===== src/rtl/lnrv_exu_flush_ctrl_pkg.sv =====
// Shared definitions for the EXU flush controller: one-hot grant sources,
// FSM states and the drain counter width.
package lnrv_exu_flush_ctrl_pkg;

    localparam int unsigned FLUSH_DRAIN_CNT_WIDTH = 4;

    typedef enum logic [2:0] {
        FLUSH_SRC_NONE = 3'b000,
        FLUSH_SRC_BRCH = 3'b001,
        FLUSH_SRC_EXCP = 3'b010,
        FLUSH_SRC_DBG  = 3'b100
    } flush_src_e;

    typedef enum logic [1:0] {
        FLUSH_ST_IDLE,
        FLUSH_ST_CALC,
        FLUSH_ST_REQ,
        FLUSH_ST_DRAIN
    } flush_st_e;

endpackage


===== src/rtl/lnrv_prio_arb3.sv =====
// Combinational three-way fixed-priority arbiter with a one-hot grant;
// req[2] has the highest priority and req[0] the lowest.
module lnrv_prio_arb3 (
    input  logic [2:0] req,
    output logic [2:0] gnt
);

    always_comb begin
        gnt = '0;
        if (req[2]) begin
            gnt[2] = 1'b1;
        end else if (req[1]) begin
            gnt[1] = 1'b1;
        end else if (req[0]) begin
            gnt[0] = 1'b1;
        end
    end

endmodule


===== src/rtl/lnrv_exu_flush_ctrl.sv =====
// EXU flush controller: arbitrates branch/trap/debug flushes, registers the
// redirect target, handshakes with the IFU and blocks issue until drained.
module lnrv_exu_flush_ctrl
    import lnrv_exu_flush_ctrl_pkg::*;
#(
    parameter int unsigned PC_WIDTH     = 32,
    parameter int unsigned DRAIN_CYCLES = 2
) (
    input  logic                clk,
    input  logic                rst,
    input  logic                brch_flush_req,
    input  logic [PC_WIDTH-1:0] brch_flush_pc_op1,
    input  logic [PC_WIDTH-1:0] brch_flush_pc_op2,
    output logic                brch_flush_ack,
    input  logic                excp_flush_req,
    input  logic [PC_WIDTH-1:0] excp_flush_pc,
    output logic                excp_flush_ack,
    input  logic                dbg_flush_req,
    input  logic [PC_WIDTH-1:0] dbg_flush_pc,
    output logic                dbg_flush_ack,
    output logic                ifu_flush_req,
    output logic [PC_WIDTH-1:0] ifu_flush_pc,
    input  logic                ifu_flush_ack,
    output logic                issue_block
);

    flush_st_e                        state_q, state_d;
    flush_src_e                       grant_q, grant_d;
    logic [PC_WIDTH-1:0]              pc_q, pc_d;
    logic [FLUSH_DRAIN_CNT_WIDTH-1:0] cnt_q, cnt_d;
    logic [PC_WIDTH-1:0]              brch_target;
    logic [PC_WIDTH-1:0]              sel_target;
    logic [2:0]                       req_vec;
    logic [2:0]                       gnt_vec;
    logic                             any_req;

    assign req_vec = {dbg_flush_req, excp_flush_req, brch_flush_req};
    assign any_req = |req_vec;

    lnrv_prio_arb3 u_arb (
        .req (req_vec),
        .gnt (gnt_vec)
    );

    // Carry out of the adder is intentionally dropped (wraps modulo 2^PC_WIDTH).
    assign brch_target = brch_flush_pc_op1 + brch_flush_pc_op2;

    always_comb begin
        sel_target = '0;
        unique case (grant_q)
            FLUSH_SRC_BRCH: sel_target = brch_target;
            FLUSH_SRC_EXCP: sel_target = excp_flush_pc;
            FLUSH_SRC_DBG:  sel_target = dbg_flush_pc;
            default:        sel_target = pc_q;
        endcase
    end

    always_ff @(posedge clk or posedge rst) begin
        if (rst) begin
            state_q <= FLUSH_ST_IDLE;
            grant_q <= FLUSH_SRC_NONE;
            pc_q    <= '0;
            cnt_q   <= '0;
        end else begin
            state_q <= state_d;
            grant_q <= grant_d;
            pc_q    <= pc_d;
            cnt_q   <= cnt_d;
        end
    end

    always_comb begin
        state_d        = state_q;
        grant_d        = grant_q;
        pc_d           = pc_q;
        cnt_d          = cnt_q;
        ifu_flush_req  = 1'b0;
        brch_flush_ack = 1'b0;
        excp_flush_ack = 1'b0;
        dbg_flush_ack  = 1'b0;

        unique case (state_q)
            FLUSH_ST_IDLE: begin
                if (any_req) begin
                    grant_d = flush_src_e'(gnt_vec);
                    state_d = FLUSH_ST_CALC;
                end
            end
            FLUSH_ST_CALC: begin
                pc_d    = {sel_target[PC_WIDTH-1:1], 1'b0};
                state_d = FLUSH_ST_REQ;
            end
            FLUSH_ST_REQ: begin
                ifu_flush_req = 1'b1;
                if (ifu_flush_ack) begin
                    {dbg_flush_ack, excp_flush_ack, brch_flush_ack} = grant_q;
                    cnt_d   = FLUSH_DRAIN_CNT_WIDTH'(DRAIN_CYCLES);
                    state_d = FLUSH_ST_DRAIN;
                end
            end
            FLUSH_ST_DRAIN: begin
                cnt_d = cnt_q - FLUSH_DRAIN_CNT_WIDTH'(1);
                if (cnt_q == FLUSH_DRAIN_CNT_WIDTH'(1)) begin
                    grant_d = FLUSH_SRC_NONE;
                    state_d = FLUSH_ST_IDLE;
                end
            end
            default: state_d = FLUSH_ST_IDLE;
        endcase
    end

    assign ifu_flush_pc = pc_q;
    // Gated by rst so a held request cannot raise issue_block during reset.
    assign issue_block  = !rst && ((state_q != FLUSH_ST_IDLE) || any_req);

endmodule


===== config.mk =====
export PLATFORM = sky130hd
export DESIGN_NAME = lnrv_exu_flush_ctrl
export DESIGN_NICKNAME = d
export VERILOG_FILES = /design/src/rtl/lnrv_exu_flush_ctrl_pkg.sv /design/src/rtl/lnrv_prio_arb3.sv /design/src/rtl/lnrv_exu_flush_ctrl.sv
export SDC_FILE = /design/constraint.sdc
export NUM_CORES = 1
export LEC_CHECK = 0
export CORE_AREA = 2 2 132 83
export CTS_BUF_LIST = sky130_fd_sc_hd__clkbuf_2 sky130_fd_sc_hd__clkbuf_4 sky130_fd_sc_hd__clkbuf_8
export CTS_CLUSTER_SIZE = 16
export DETAILED_ROUTE_END_ITERATION = 10
export DIE_AREA = 0 0 134 85
export GPL_ROUTABILITY_DRIVEN = 0
export PLACE_DENSITY = 0.75
export SETUP_SLACK_MARGIN = 0.15
export SLEW_MARGIN = 20
export SYNTH_ARGS = -nofsm -noshare
export SYNTH_HDL_FRONTEND = slang
export SYNTH_SLANG_ARGS = --single-unit

===== constraint.sdc =====
create_clock -name clk -period 2.1 [get_ports clk]
set_input_delay 0.42 -clock clk [delete_from_list [all_inputs] [get_ports clk]]
set_output_delay 0.42 -clock clk [all_outputs]
set_load 0.1 [all_outputs]

==> results of run 1 <==
[worst max-delay path, delay by kind of cell]
family / cells / cell delay (ns)
buffers and inverters: 1 / 0.10
and+or+nand+nor: 5 / 1.08
adders and majority gates: 1 / 0.26
AOI/OAI and AO/OA: 2 / 0.54
[Yosys cell counts (4+ instances only)]
cell	instances	area share
sky130_fd_sc_hd__a22oi_1	15	0.028
sky130_fd_sc_hd__mux2i_1	5	0.013
sky130_fd_sc_hd__a221oi_1	7	0.015
sky130_fd_sc_hd__clkbuf_1	22	0.021
sky130_fd_sc_hd__o21ai_0	26	0.033
sky130_fd_sc_hd__a21o_1	8	0.015
sky130_fd_sc_hd__nand2_1	58	0.055
sky130_fd_sc_hd__nand3_1	5	0.0063
sky130_fd_sc_hd__xnor2_1	9	0.020
sky130_fd_sc_hd__a21oi_1	37	0.047
sky130_fd_sc_hd__o221ai_1	13	0.029
sky130_fd_sc_hd__ha_1	37	0.12
sky130_fd_sc_hd__a221o_1	5	0.013
sky130_fd_sc_hd__dfrtp_1	40	0.25
sky130_fd_sc_hd__a222oi_1	7	0.018
sky130_fd_sc_hd__nor2_1	31	0.029
sky130_fd_sc_hd__nand4_1	13	0.020
sky130_fd_sc_hd__o21a_1	5	0.0094
sky130_fd_sc_hd__o21bai_1	11	0.021
sky130_fd_sc_hd__o21ai_1	10	0.013
sky130_fd_sc_hd__xor2_1	12	0.026
sky130_fd_sc_hd__nor3_1	11	0.014
sky130_fd_sc_hd__nand2b_1	4	0.0063
sky130_fd_sc_hd__nor2b_1	10	0.016
sky130_fd_sc_hd__inv_1	18	0.017
sky130_fd_sc_hd__o31ai_1	5	0.0094
sky130_fd_sc_hd__and3_1	9	0.014
[layout by cell type (no fill, tap or decap), types with 6 or more instances in the layout]
master                            count
sky130_fd_sc_hd__buf_2               22
sky130_fd_sc_hd__inv_1               12
sky130_fd_sc_hd__a21o_1               7
sky130_fd_sc_hd__ha_4                29
sky130_fd_sc_hd__dlygate4sd2_1       11
sky130_fd_sc_hd__a21oi_1             16
sky130_fd_sc_hd__o221ai_1            12
sky130_fd_sc_hd__xor2_1              10
sky130_fd_sc_hd__a222oi_1             7
sky130_fd_sc_hd__a21oi_2             14
sky130_fd_sc_hd__a21oi_4              8
sky130_fd_sc_hd__o21ai_1              9
sky130_fd_sc_hd__dfrtp_1             37
sky130_fd_sc_hd__buf_4              162
sky130_fd_sc_hd__nand2_1             52
sky130_fd_sc_hd__buf_6               37
sky130_fd_sc_hd__ha_1                 7
sky130_fd_sc_hd__o21bai_1             7
sky130_fd_sc_hd__nor2_1              22
sky130_fd_sc_hd__nand4_1             13
sky130_fd_sc_hd__o21ai_2              9
sky130_fd_sc_hd__nor3_1               6
sky130_fd_sc_hd__o21ai_0             16
sky130_fd_sc_hd__buf_12               9
sky130_fd_sc_hd__clkbuf_8             6
sky130_fd_sc_hd__a22oi_1             15
sky130_fd_sc_hd__clkdlybuf4s50_1     74
[through the flow]
| stage | instance area (µm²) | power, W |
|---|---|---|
| floorplan | 4310 | 0.00467 |
| global placement | 6830 | 0.00620 |
| detailed placement | 6830 | 0.00634 |
| CTS | 7610 | 0.00717 |
| global route | 8020 | 0.00792 |
| finish | 8020 | 0.00758 |
[sequential cells by signal, summed over array words and instances, names as in the netlist]
signal        count
cnt_q             4
grant_q           3
ifu_flush_pc     31
state_q           2
[cell families (layout without fill, tap and decap cells)]
group	Yosys count	count (layout)
other	1	1
AO/OA/AOI/OAI	184	184
XOR/XNOR	21	21
adder cells (fa/ha/maj)	38	38
multiplexers	6	6
buffers and inverters	47	349
flip-flops	40	40
AND/OR/NAND/NOR	154	154
[worst max path at each step]
stage                                from                            to  cells after the start
floorplan           brch_flush_pc_op2[17]  ifu_flush_pc[25]$_DFFE_PP0P_                      9
global placement     brch_flush_pc_op1[0]  ifu_flush_pc[18]$_DFFE_PP0P_                     10
detailed placement   brch_flush_pc_op1[8]  ifu_flush_pc[27]$_DFFE_PP0P_                      9
CTS                  brch_flush_pc_op2[8]  ifu_flush_pc[27]$_DFFE_PP0P_                      9
global route        brch_flush_pc_op1[19]  ifu_flush_pc[25]$_DFFE_PP0P_                      9
finish              brch_flush_pc_op1[17]  ifu_flush_pc[25]$_DFFE_PP0P_                      9
[routing by layer]
metal,GRT usage,up-vias
met5,0,-
met4,0.0532,0
met3,0.0394,43
met2,0.508,317
met1,0.412,2647
li1,-,2470
[timing repair]
action / in CTS / in global routing
cloned: 0 / 0
endpoints found under the hold margin: 0 / 0
setup buffers: 33 / 16
pin swaps: 99 / 68
resized for setup: 291 / 83
hold buffers: 0 / 0
setup endpoints to repair: 30 / 28
[cell type report]
cell class | instances | share of cell area
Clock buffer | 8 | 0.0122
Inverter | 18 | 0.00874
Tap cell | 139 | 0.0217
Multi-Input combinational cell | 404 | 0.477
Sequential cell | 40 | 0.125
Timing Repair Buffer | 323 | 0.355
[power groups by stage]
stage / Clock [W] / Sequential, W / Combinational [W]
after floorplan: 0 / 0.00278 / 0.00190
after global placement: 0 / 0.00129 / 0.00490
after detailed placement: 0 / 0.00131 / 0.00503
after CTS: 0.000586 / 0.00130 / 0.00528
after global routing: 0.000629 / 0.00134 / 0.00595
final: 0.000586 / 0.00132 / 0.00568
==> reports/summary.log, run 1 <==
qor: status.outcome complete, but fails checks
qor: status.failed_checks setup timing
qor: floorplanning.number_of_placement_rows 29
qor: setup_path.reg2reg_from grant_q[1]$_DFFE_PP0P_
qor: routing.met3WireLength 1500 µm
qor: routing.drcViolationCount 0
qor: global_route.globalRouteOverflowTotal 0
qor: power.p_switching 0.00416 W
qor: finish.footprint_of_the_multi_input_gates 3830 µm²
qor: clock_tree.numCtsBuffers 5
qor: synth.compound_gate_portion_of_the_synthesized_area 0.333
qor: routing.drtAntennaViolNets 0
qor: clock_tree.clockBufferDepth 2
qor: routing.top_layer met4
qor: power.cellPowerDensity 946 nW/µm²
qor: placed_design.dp_cells 875
qor: timing.hold_viol 0
qor: synth.synth_cells 491
qor: synth.synth_fp_nets 663
qor: placed_design.dpl_worst_slack -0.700 ns
qor: finish.final_layout_size_suffix_gt1_frac 0.491
qor: finish.layout.core_utilization 0.786
qor: floorplanning.dieWidth 134 µm
qor: timing.rsz0062_at_grt true
qor: routing.finalWirelength 18,900 µm
qor: routing.vias 5,477
qor: timing.post-route-worst-setup-slack -0.105 ns
qor: setup_path.timing.critical_path.required 2.28 ns
qor: setup_path.worst_ep_arrival_time 2.39 ns
qor: routing.routed-wl-met2 9040 µm
qor: clock_tree.clock_insertion_delay_worst_skew 0.29 ns
qor: routing.vias_per_cell 5.88
qor: routing.detailedRoute.firstPassIterationCount 6
qor: synth.synth_xor_area_frac 0.0463
qor: timing.setup_viol 9
qor: synth.synthFlopType sky130_fd_sc_hd__dfrtp_1
qor: placed_design.detailed_place_hpwl 12,700 µm
qor: floorplanning.die_h 85 µm
qor: global_route.grt_util_all_layers 0.298
qor: power.power_frac_clock 0.077
qor: finish.fillers 611
qor: synth.netlist-cell-type-count 64
qor: power.p_leak 3.44 nW
qor: setup_path.r2r_setup_slack 0.13 ns
qor: setup_path.reg2regPathDepth 8
qor: power.power_frac_seq 0.174
qor: finish.seq_area 1000 µm²
qor: min_path.hold_depth 2
qor: global_route.first_global_vias 5,417
qor: min_path.min_to ifu_flush_pc[28]$_DFFE_PP0P_
qor: routing.detailed_route_wire_length_on_metal_1 7920 µm
qor: synth.yosys-mux-area-fraction 0.0154
qor: power.peakVddDrop 0.000637 V
qor: setup_path.worst_path_max_delay_cell sky130_fd_sc_hd__or3_4
qor: synth.seq_area_frac_synth 0.252
qor: power.power_switching_share 0.549
qor: synth.main_combinational_cell_family_by_area_after_synthesis compound AO/OA/AOI/OAI gates
qor: clock_tree.path_clk_slew 0.08 ns
qor: power.p_comb_frac 0.749
qor: setup_path.timing.rr.end ifu_flush_pc[26]$_DFFE_PP0P_
qor: synth.register_bit_count_reported_by_yosys 40
qor: timing.timing.final.max_slew_violations 0
qor: global_route.grt_first_pass_wirelength 27,400 µm
qor: floorplanning.design.portCount 171
qor: timing.minimum_clock_period 2.21 ns
qor: clock_tree.cts_tree built
qor: setup_path.setup.worst_path.class in -> reg
qor: timing.timing.clock.skew 0.00293 ns
qor: synth.area_share_of_and_or_nand_nor_cells_after_synthesis 0.185
qor: power.internal_portion_of_total_power 0.00342 W
qor: setup_path.worst_setup_path_end_kind flip-flop
qor: setup_path.max_stage_delay 0.43 ns
qor: timing.clock.fmax 453 MHz
qor: global_route.grt_antenna_before_repair 0
qor: floorplanning.dieArea 11,400 µm²
qor: finish.syn_to_final_growth 102%
qor: synth.synthesis.yosys.warnings 0
qor: run.max_cap_violation_count 0
qor: global_route.grt_start_max_net_pins 41
qor: routing.drt_iter0_drc 491
qor: timing.hold_slack 0.499 ns
qor: synth.synth_edf_count 0
qor: clock_tree.cts_num_sinks 40
qor: min_path.hp-start ifu_flush_pc[28]$_DFFE_PP0P_
qor: setup_path.start_kind input pin
qor: synth.synthAdderAreaFrac 0.122
qor: placed_design.numPortBuffers 167
qor: synth.synth-async-reset-ratio 1.00
qor: synth.syn_area 3970 µm²
qor: finish.num_antenna_cells 0
qor: floorplanning.core 10,200 µm²
qor: finish.post_layout_cell_count 932
qor: synth.postSynthAreaPerCell 8.09 µm²
qor: clock_tree.h-tree-depth 2
qor: floorplanning.initial_utilization 0.390
qor: min_path.hold_class reg -> reg
qor: clock_tree.clk_root_buffer_cell sky130_fd_sc_hd__clkbuf_8
qor: routing.wl_per_cell 20.3 µm
qor: setup_path.crit_path_max_fanout 3
qor: finish.finalNetCount 964
qor: timing.fin_setup_tns -0.391 ns
qor: setup_path.series_of_cell_instances_along_the_critical_path buf_6 > ha_4 > and4_1 > nand4_1 > or3_4 > o22ai_2 > nor2_2 > and4_4 > o32a_1
qor: timing.timing.final.crit_share 1.05
(Power assumes the default switching activity.)
==> run 2, diff against run 1 <==
CAP_MARGIN = 20   (was unset)
CORE_AREA = 2 2 141 88   (was 2 2 132 83)
DIE_AREA = 0 0 143 90   (was 0 0 134 85)
PLACE_DENSITY = 0.67   (was 0.75)
==> run 2 against run 1 <==
The run still ends with setup timing left. First-iteration DRC count increased by 1.8%. Cell count up 3.5%. Critical path depth increased by 3. Hold slack worse by 0.0072 ns. Via count down 3.0%. Sequential share of layout area fell by 0.062 points. Clock skew grew 0.0059 ns. Utilization down 9.7 points. Die area grew 13%. Combinational power fell by 1%. Largest cell class unchanged. Highest routed layer unchanged.
==> reports/summary.log, run 2 (synthesis gave the netlist of run 1 again) <==
qor: status.outcome complete, but fails checks [unchanged]
qor: status.failed_checks setup timing [unchanged]
qor: power.power_frac_clock 0.117 [was 0.077]
qor: placed_design.numPortBuffers 167 [unchanged]
qor: global_route.groute.layer.met2.usage 0.394 [was 0.508]
qor: timing.post-route-worst-setup-slack -0.0543 ns [was -0.105 ns]
qor: global_route.grt_antenna_before_repair 0 [unchanged]
qor: global_route.grt_start_max_net_pins 41 [unchanged]
qor: setup_path.worst_ep_arrival_time 2.33 ns [was 2.39 ns]
qor: global_route.grt_util_all_layers 0.257 [was 0.298]
qor: timing.tightestPinTransition 0.507 ns
qor: routing.vias_per_cell 5.51 [was 5.88]
qor: finish.num_antenna_cells 0 [unchanged]
qor: global_route.first_global_vias 5,210 [was 5,417]
qor: setup_path.crit_path_max_fanout 3 [unchanged]
qor: power.cellPowerDensity 972 nW/µm² [was 946 nW/µm²]
qor: power.internal_portion_of_total_power 0.00372 W [was 0.00342 W]
qor: clock_tree.path_clk_slew 0.09 ns [was 0.08 ns]
qor: routing.drt_iter0_drc 500 [was 491]
qor: run.max_cap_violation_count 0 [unchanged]
qor: power.p_leak 3.47 nW [was 3.44 nW]
qor: global_route.grt_first_pass_wirelength 26,700 µm [was 27,400 µm]
qor: finish.layout_commonest_cell sky130_fd_sc_hd__buf_4 [unchanged]
qor: setup_path.timing.critical_path.required 2.27 ns [was 2.28 ns]
qor: global_route.groute.layer.met1.usage 0.382 [was 0.412]
qor: floorplanning.die_h 90 µm [was 85 µm]
qor: routing.vias 5,314 [was 5,477]
qor: setup_path.worst_path_max_delay_cell sky130_fd_sc_hd__o41ai_4 [was sky130_fd_sc_hd__or3_4]
qor: routing.wl_per_cell 18.2 µm [was 20.3 µm]
qor: timing.hold_slack 0.491 ns [was 0.499 ns]
qor: finish.final_layout_size_suffix_gt1_frac 0.474 [was 0.491]
qor: timing.minimum_clock_period 2.15 ns [was 2.21 ns]
qor: routing.drtAntennaViolNets 0 [unchanged]
qor: timing.clock.fmax 464 MHz [was 453 MHz]
qor: timing.setup_viol 3 [was 9]
qor: min_path.hold_class reg -> reg [unchanged]
qor: setup_path.setup.worst_path.class in -> reg [unchanged]
qor: floorplanning.core 11,700 µm² [was 10,200 µm²]
qor: setup_path.max_stage_delay 0.32 ns [was 0.43 ns]
qor: setup_path.worst_setup_path_end_kind flip-flop [unchanged]
qor: clock_tree.clk_root_buffer_cell sky130_fd_sc_hd__clkbuf_8 [unchanged]
qor: floorplanning.dieWidth 143 µm [was 134 µm]
qor: setup_path.cp_top_family compound AO/OA/AOI/OAI gates [was simple AND/OR/NAND/NOR gates]
qor: finish.syn_to_final_growth 102% [about the same]
qor: global_route.global_route.usage.met3 0.0266 [was 0.0394]
qor: floorplanning.number_of_placement_rows 31 [was 29]
qor: placed_design.dpl_worst_slack -0.723 ns [was -0.700 ns]
qor: timing.timing.final.max_slew_violations 0 [unchanged]
qor: timing.timing.clock.skew 0.00880 ns [was 0.00293 ns]
qor: routing.detailedRoute.firstPassIterationCount 5 [was 6]
qor: timing.hold_viol 0 [unchanged]
qor: setup_path.start_kind input pin [unchanged]
qor: finish.flip_flop_count_of_the_largest_register_all_copies_and_words_added 31 [unchanged]
qor: timing.slew_headroom 0.659
qor: power.p_switching 0.00410 W [was 0.00416 W]
qor: clock_tree.cts_num_sinks 40 [unchanged]
qor: routing.drcViolationCount 0 [unchanged]
qor: power.power_frac_seq 0.165 [was 0.174]
qor: clock_tree.clock_insertion_delay_worst_skew 0.30 ns [was 0.29 ns]
qor: floorplanning.dieArea 12,900 µm² [was 11,400 µm²]
qor: routing.finalWirelength 17,600 µm [was 18,900 µm]
qor: clock_tree.numCtsBuffers 5 [unchanged]
qor: finish.finalNetCount 971 [was 964]
qor: clock_tree.clockBufferDepth 2 [unchanged]
qor: global_route.globalRouteOverflowTotal 0 [unchanged]
qor: timing.rsz0062_at_grt true [unchanged]
qor: placed_design.detailed_place_hpwl 12,800 µm [was 12,700 µm]
qor: power.peakVddDrop 0.000495 V [was 0.000637 V]
qor: finish.mostFrequentLayoutCells sky130_fd_sc_hd__buf_4 (173), sky130_fd_sc_hd__clkdlybuf4s50_1 (75), sky130_fd_sc_hd__nand2_1 (53) [was sky130_fd_sc_hd__buf_4 (162), sky130_fd_sc_hd__clkdlybuf4s50_1 (74), sky130_fd_sc_hd__nand2_1 (52)]
qor: floorplanning.design.portCount 171 [unchanged]
qor: clock_tree.h-tree-depth 2 [unchanged]
qor: timing.timing.final.crit_share 1.03 [was 1.05]
qor: clock_tree.cts_tree built [unchanged]
qor: setup_path.series_of_cell_instances_along_the_critical_path buf_6 > ha_4 > a211oi_2 > nor2_1 > buf_4 > o41ai_4 > o22ai_2 > nor2_2 > buf_4 > buf_6 > xor2_1 > o21ai_1 [was buf_6 > ha_4 > and4_1 > nand4_1 > or3_4 > o22ai_2 > nor2_2 > and4_4 > o32a_1]
qor: setup_path.cp.buffers_inverters 4 [was 1]
qor: power.p_comb_frac 0.717 [was 0.749]
qor: global_route.top_usage_layer met2 [unchanged]
qor: floorplanning.initial_utilization 0.340 [was 0.390]
qor: power.power_switching_share 0.525 [was 0.549]
-- run 2: cell count changes in the layout (fill, tap and decap cells not counted), sizes merged --
cell,before,now
buf,233,235
bufinv,0,3
clkbuf,11,5
clkdlybuf4s15,1,9
clkdlybuf4s50,74,75
dlymetal6s2s,1,0
-- run 2: timing repair --
| action | CTS | global route |
|---|---|---|
| pin swaps | 78 | 63 |
| buffers inserted | 30 | 21 |
| hold buffers | 0 | 0 |
| resized for setup | 264 | 78 |
| endpoints found under the setup margin | 28 | 27 |
-- run 2: per-stage QoR --
step           instances  power, W  TNS, ns  utilization  instance area, µm²
6_report             965   0.00782  -0.0739        0.689                8050
2_1_floorplan        491   0.00467   -0.153            -                4310
3_5_place_dp         906   0.00634   -16.14        0.589                6880
4_1_cts              944   0.00748        0        0.652                7610
3_3_place_gp         906   0.00624   -14.76        0.589                6880
5_1_grt              965   0.00816   -0.501        0.689                8050
-- run 2: worst min-delay path: stages (launching register included) --
cell	delay (ns)
sky130_fd_sc_hd__dfrtp_1	0.35
sky130_fd_sc_hd__nand2_1	0.05
sky130_fd_sc_hd__o21ai_1	0.06
-- run 2: final cells by class --
type                       instances  area [µm²]
sequential                        40        1000
fill                             891        3630
multi-input combinational        404        3690
timing repair buffer             330        2920
clock inverter                     3        90.1
inverter                          18        67.6
tap                              165         206
clock buffer                       5        68.8
-- run 2: worst paths after layout --
path	cells after the start	slack, ns	end	start
worst min register to register	2	0.49	ifu_flush_pc[12]$_DFFE_PP0P_	ifu_flush_pc[12]$_DFFE_PP0P_
worst max register to register	7	0.14	ifu_flush_pc[30]$_DFFE_PP0P_	grant_q[1]$_DFFE_PP0P_
max in group asynchronous	3	1.30	state_q[1]$_DFFE_PP0P_	rst
min in group asynchronous	3	0.56	grant_q[1]$_DFFE_PP0P_	rst
worst min-delay path	2	0.49	ifu_flush_pc[12]$_DFFE_PP0P_	ifu_flush_pc[12]$_DFFE_PP0P_
worst max-delay path	12	-0.05	ifu_flush_pc[21]$_DFFE_PP0P_	brch_flush_pc_op2[8]
-- run 2: power groups by stage --
stage	clock [W]	combinational [W]	sequential, W
after CTS	0.000916	0.00528	0.00128
after global routing	0.000947	0.00590	0.00132
after floorplan	0	0.00190	0.00278
after detailed placement	0	0.00505	0.00129
after global placement	0	0.00496	0.00128
final	0.000916	0.00561	0.00129
-- run 2: routing by layer --
layer / vias up / wire length, µm
li1: 2485 / -
met1: 2536 / 7980
met2: 268 / 7940
met3: 25 / 1400
met4: 0 / 257
met5: - / 0
==> run 3, diff against run 2 <==
PLACE_DENSITY = 0.77   (was 0.67)
==> run 3 against run 2 <==
The flow still finishes with violations (setup timing). First-iteration DRC count is 13% lower. Sequential share of layout area is 0.31 points higher. Die area stayed put. Critical path type unchanged. Largest cell class unchanged.
==> reports/summary.log, run 3 (synthesis gave the netlist of run 1 again) <==
qor: global_route.groute.layer.met1.usage 0.351 [was 0.382]
qor: setup_path.setup.worst_path.class in -> reg [unchanged]
qor: placed_design.detailed_place_hpwl 13,200 µm [was 12,800 µm]
qor: timing.rsz0062_at_grt true [unchanged]
qor: setup_path.reg2reg_from grant_q[2]$_DFFE_PP0P_ [was grant_q[1]$_DFFE_PP0P_]
qor: power.power_switching_share 0.541 [was 0.525]
qor: setup_path.max_stage_delay 0.46 ns [was 0.32 ns]
qor: status.outcome complete, but fails checks [unchanged]
qor: clock_tree.cts_tree built [unchanged]
qor: floorplanning.dieArea 12,900 µm² [unchanged]
qor: routing.detailedRoute.firstPassIterationCount 6 [was 5]
qor: global_route.grt_start_max_net_pins 41 [unchanged]
qor: timing.tightestPinTransition 0.495 ns [was 0.507 ns]
qor: finish.flip_flop_count_of_the_largest_register_all_copies_and_words_added 31 [unchanged]
qor: routing.vias_per_cell 5.49 [was 5.51]
qor: floorplanning.initial_utilization 0.340 [unchanged]
qor: global_route.global_route.usage.met3 0.0325 [was 0.0266]
qor: clock_tree.cts_hold_fix_bufs 0 [unchanged]
qor: finish.mostFrequentLayoutCells sky130_fd_sc_hd__buf_4 (162), sky130_fd_sc_hd__clkdlybuf4s50_1 (75), sky130_fd_sc_hd__nand2_1 (53) [was sky130_fd_sc_hd__buf_4 (173), sky130_fd_sc_hd__clkdlybuf4s50_1 (75), sky130_fd_sc_hd__nand2_1 (53)]
qor: setup_path.worst_setup_path_end_kind flip-flop [unchanged]
qor: floorplanning.die_h 90 µm [unchanged]
qor: floorplanning.dieWidth 143 µm [unchanged]
qor: routing.drtAntennaViolNets 0 [unchanged]
qor: finish.syn_to_final_growth 97.1% [was 102%]
qor: timing.fin_setup_tns -0.0175 ns [was -0.0739 ns]
qor: setup_path.reg2regPathDepth 5 [was 7]
qor: global_route.grt_util_all_layers 0.258 [was 0.257]
qor: global_route.groute.layer.met2.usage 0.434 [was 0.394]
qor: timing.timing.final.max_slew_violations 0 [unchanged]
qor: run.max_cap_violation_count 0 [unchanged]
qor: setup_path.cp_common_cell sky130_fd_sc_hd__a211oi_2
qor: global_route.top_usage_layer met2 [unchanged]
qor: placed_design.numPortBuffers 167 [unchanged]
qor: finish.final_layout_size_suffix_gt1_frac 0.459 [was 0.474]
qor: placed_design.dpl_worst_slack -0.764 ns [was -0.723 ns]
qor: setup_path.startpoint brch_flush_pc_op2[8] [unchanged]
qor: status.failed_checks setup timing [unchanged]
qor: clock_tree.h-tree-depth 2 [unchanged]
qor: setup_path.timing.critical_path.required 2.35 ns [was 2.27 ns]
qor: timing.slew_headroom 0.667 [was 0.659]
qor: routing.finalWirelength 17,700 µm [was 17,600 µm]
qor: routing.wl_per_cell 18.7 µm [was 18.2 µm]
qor: clock_tree.numCtsBuffers 5 [unchanged]
qor: clock_tree.clockBufferDepth 2 [unchanged]
qor: floorplanning.core 11,700 µm² [unchanged]
qor: power.internal_portion_of_total_power 0.00347 W [was 0.00372 W]
qor: power.peakVddDrop 0.000425 V [was 0.000495 V]
qor: setup_path.worst_path_max_delay_cell sky130_fd_sc_hd__a2111o_1 [was sky130_fd_sc_hd__o41ai_4]
qor: global_route.grt_first_pass_wirelength 26,700 µm [about the same]
qor: finish.layout_commonest_cell sky130_fd_sc_hd__buf_4 [unchanged]
qor: power.p_leak 3.33 nW [was 3.47 nW]
qor: timing.minimum_clock_period 2.11 ns [was 2.15 ns]
qor: clock_tree.clk_root_buffer_cell sky130_fd_sc_hd__clkbuf_8 [unchanged]
qor: floorplanning.number_of_placement_rows 31 [unchanged]
qor: finish.finalNetCount 955 [was 971]
qor: placed_design.place_area 6910 µm² [was 6880 µm²]
qor: finish.post_layout_cell_count 949 [was 965]
qor: routing.vias 5,212 [was 5,314]
qor: power.p_comb_frac 0.732 [was 0.717]
qor: power.power_frac_clock 0.095 [was 0.117]
qor: setup_path.crit_path_max_fanout 4 [was 3]
qor: setup_path.start_kind input pin [unchanged]
qor: timing.timing.final.crit_share 1.00 [was 1.03]
qor: clock_tree.path_clk_slew 0.08 ns [was 0.09 ns]
qor: global_route.grt_antenna_before_repair 0 [unchanged]
qor: min_path.hold_depth 2 [unchanged]
qor: setup_path.worst_ep_arrival_time 2.36 ns [was 2.33 ns]
qor: finish.fillers 872 [was 891]
qor: global_route.globalRouteOverflowTotal 0 [unchanged]
qor: finish.fin_area 7830 µm² [was 8050 µm²]
qor: min_path.hp-start ifu_flush_pc[23]$_DFFE_PP0P_ [was ifu_flush_pc[12]$_DFFE_PP0P_]
qor: routing.drcViolationCount 0 [unchanged]
qor: clock_tree.clock_insertion_delay_worst_skew 0.31 ns [was 0.30 ns]
qor: power.p_switching 0.00408 W [was 0.00410 W]
qor: finish.num_antenna_cells 0 [unchanged]
qor: timing.setup_viol 2 [was 3]
qor: min_path.hold_class reg -> reg [unchanged]
qor: power.power_frac_seq 0.173 [was 0.165]
qor: floorplanning.design.portCount 171 [unchanged]
qor: timing.timing.clock.skew 0.0123 ns [was 0.00880 ns]
qor: global_route.first_global_vias 5,330 [was 5,210]
qor: power.cellPowerDensity 965 nW/µm² [was 972 nW/µm²]
qor: routing.drt_iter0_drc 437 [was 500]
qor: clock_tree.cts_num_sinks 40 [unchanged]
qor: timing.hold_viol 0 [unchanged]
qor: placed_design.dp_cells 910 [was 906]
qor: timing.clock.fmax 474 MHz [was 464 MHz]
qor: timing.post-route-worst-setup-slack -0.00934 ns [was -0.0543 ns]
qor: setup_path.series_of_cell_instances_along_the_critical_path buf_6 > ha_4 > a211oi_2 > nor2_1 > or2_1 > a2111o_1 > o21a_1 > a211oi_2 > o22a_1 [was buf_6 > ha_4 > a211oi_2 > nor2_1 > buf_4 > o41ai_4 > o22ai_2 > nor2_2 > buf_4 > buf_6 > xor2_1 > o21ai_1]
-- run 3: cell count changes in the layout (fill, tap and decap cells not counted), sizes merged --
cell,delta
clkinvlp,+1
dlygate4sd2,+3
buf,-19
inv,-1
clkdlybuf4s15,-3
clkbuf,+5
bufinv,-2
-- run 3: worst paths after layout --
check,endpoint,slack (ns)
min in group asynchronous,state_q[0]$_DFFE_PP0P_,0.54
worst min-delay path,ifu_flush_pc[23]$_DFFE_PP0P_,0.50
worst min register to register,ifu_flush_pc[23]$_DFFE_PP0P_,0.50
worst max-delay path,ifu_flush_pc[27]$_DFFE_PP0P_,-0.009
max in group asynchronous,ifu_flush_pc[9]$_DFFE_PP0P_,1.34
worst max register to register,ifu_flush_pc[14]$_DFFE_PP0P_,0.20
-- run 3: critical path, delay by kind of cell --
kind	cells	cell delay [ns]
compound gates	5	1.25
fa+ha+maj	1	0.25
buf+inv	1	0.10
simple gates	2	0.32
-- run 3: area by class of cell --
class	count	area, µm²	area share
multi-input cells	404	3700	0.472
flip-flops and latches	40	1000	0.128
clock inverters	1	30.0	0.00383
well taps	165	206	0.0264
inverters	18	73.8	0.00943
clock buffers	7	96.3	0.0123
repair buffers	314	2730	0.348
-- run 3: what timing repair did --
item	in CTS	in global routing
buffers inserted	19	12
pin swaps	101	50
endpoints found under the hold margin	0	0
endpoints found under the setup margin	30	29
resized for setup	255	65
-- run 3: stage by stage --
step / utilization / total power [W] / hold WS [ns]
after global routing: 0.671 / 0.00791 / 0.522
after global placement: 0.592 / 0.00622 / 0.465
after floorplan: - / 0.00467 / 0.497
after detailed placement: 0.592 / 0.00637 / 0.475
final: 0.671 / 0.00756 / 0.496
after CTS: 0.642 / 0.00728 / 0.499
-- run 3: routing by layer --
metal / share of wire / wire [µm] / up-vias
li1: - / - / 2448
met1: 0.43 / 7610 / 2459
met2: 0.48 / 8430 / 281
met3: 0.081 / 1440 / 24
met4: 0.013 / 233 / 0
met5: 0 / 0 / -
-- run 3: power groups by stage --
stage	combinational, W	sequential [W]	clock (W)
floorplan	0.00190	0.00278	0
global placement	0.00494	0.00129	0
detailed placement	0.00506	0.00131	0
CTS	0.00525	0.00130	0.000724
global route	0.00582	0.00133	0.000758
finish	0.00553	0.00130	0.000721
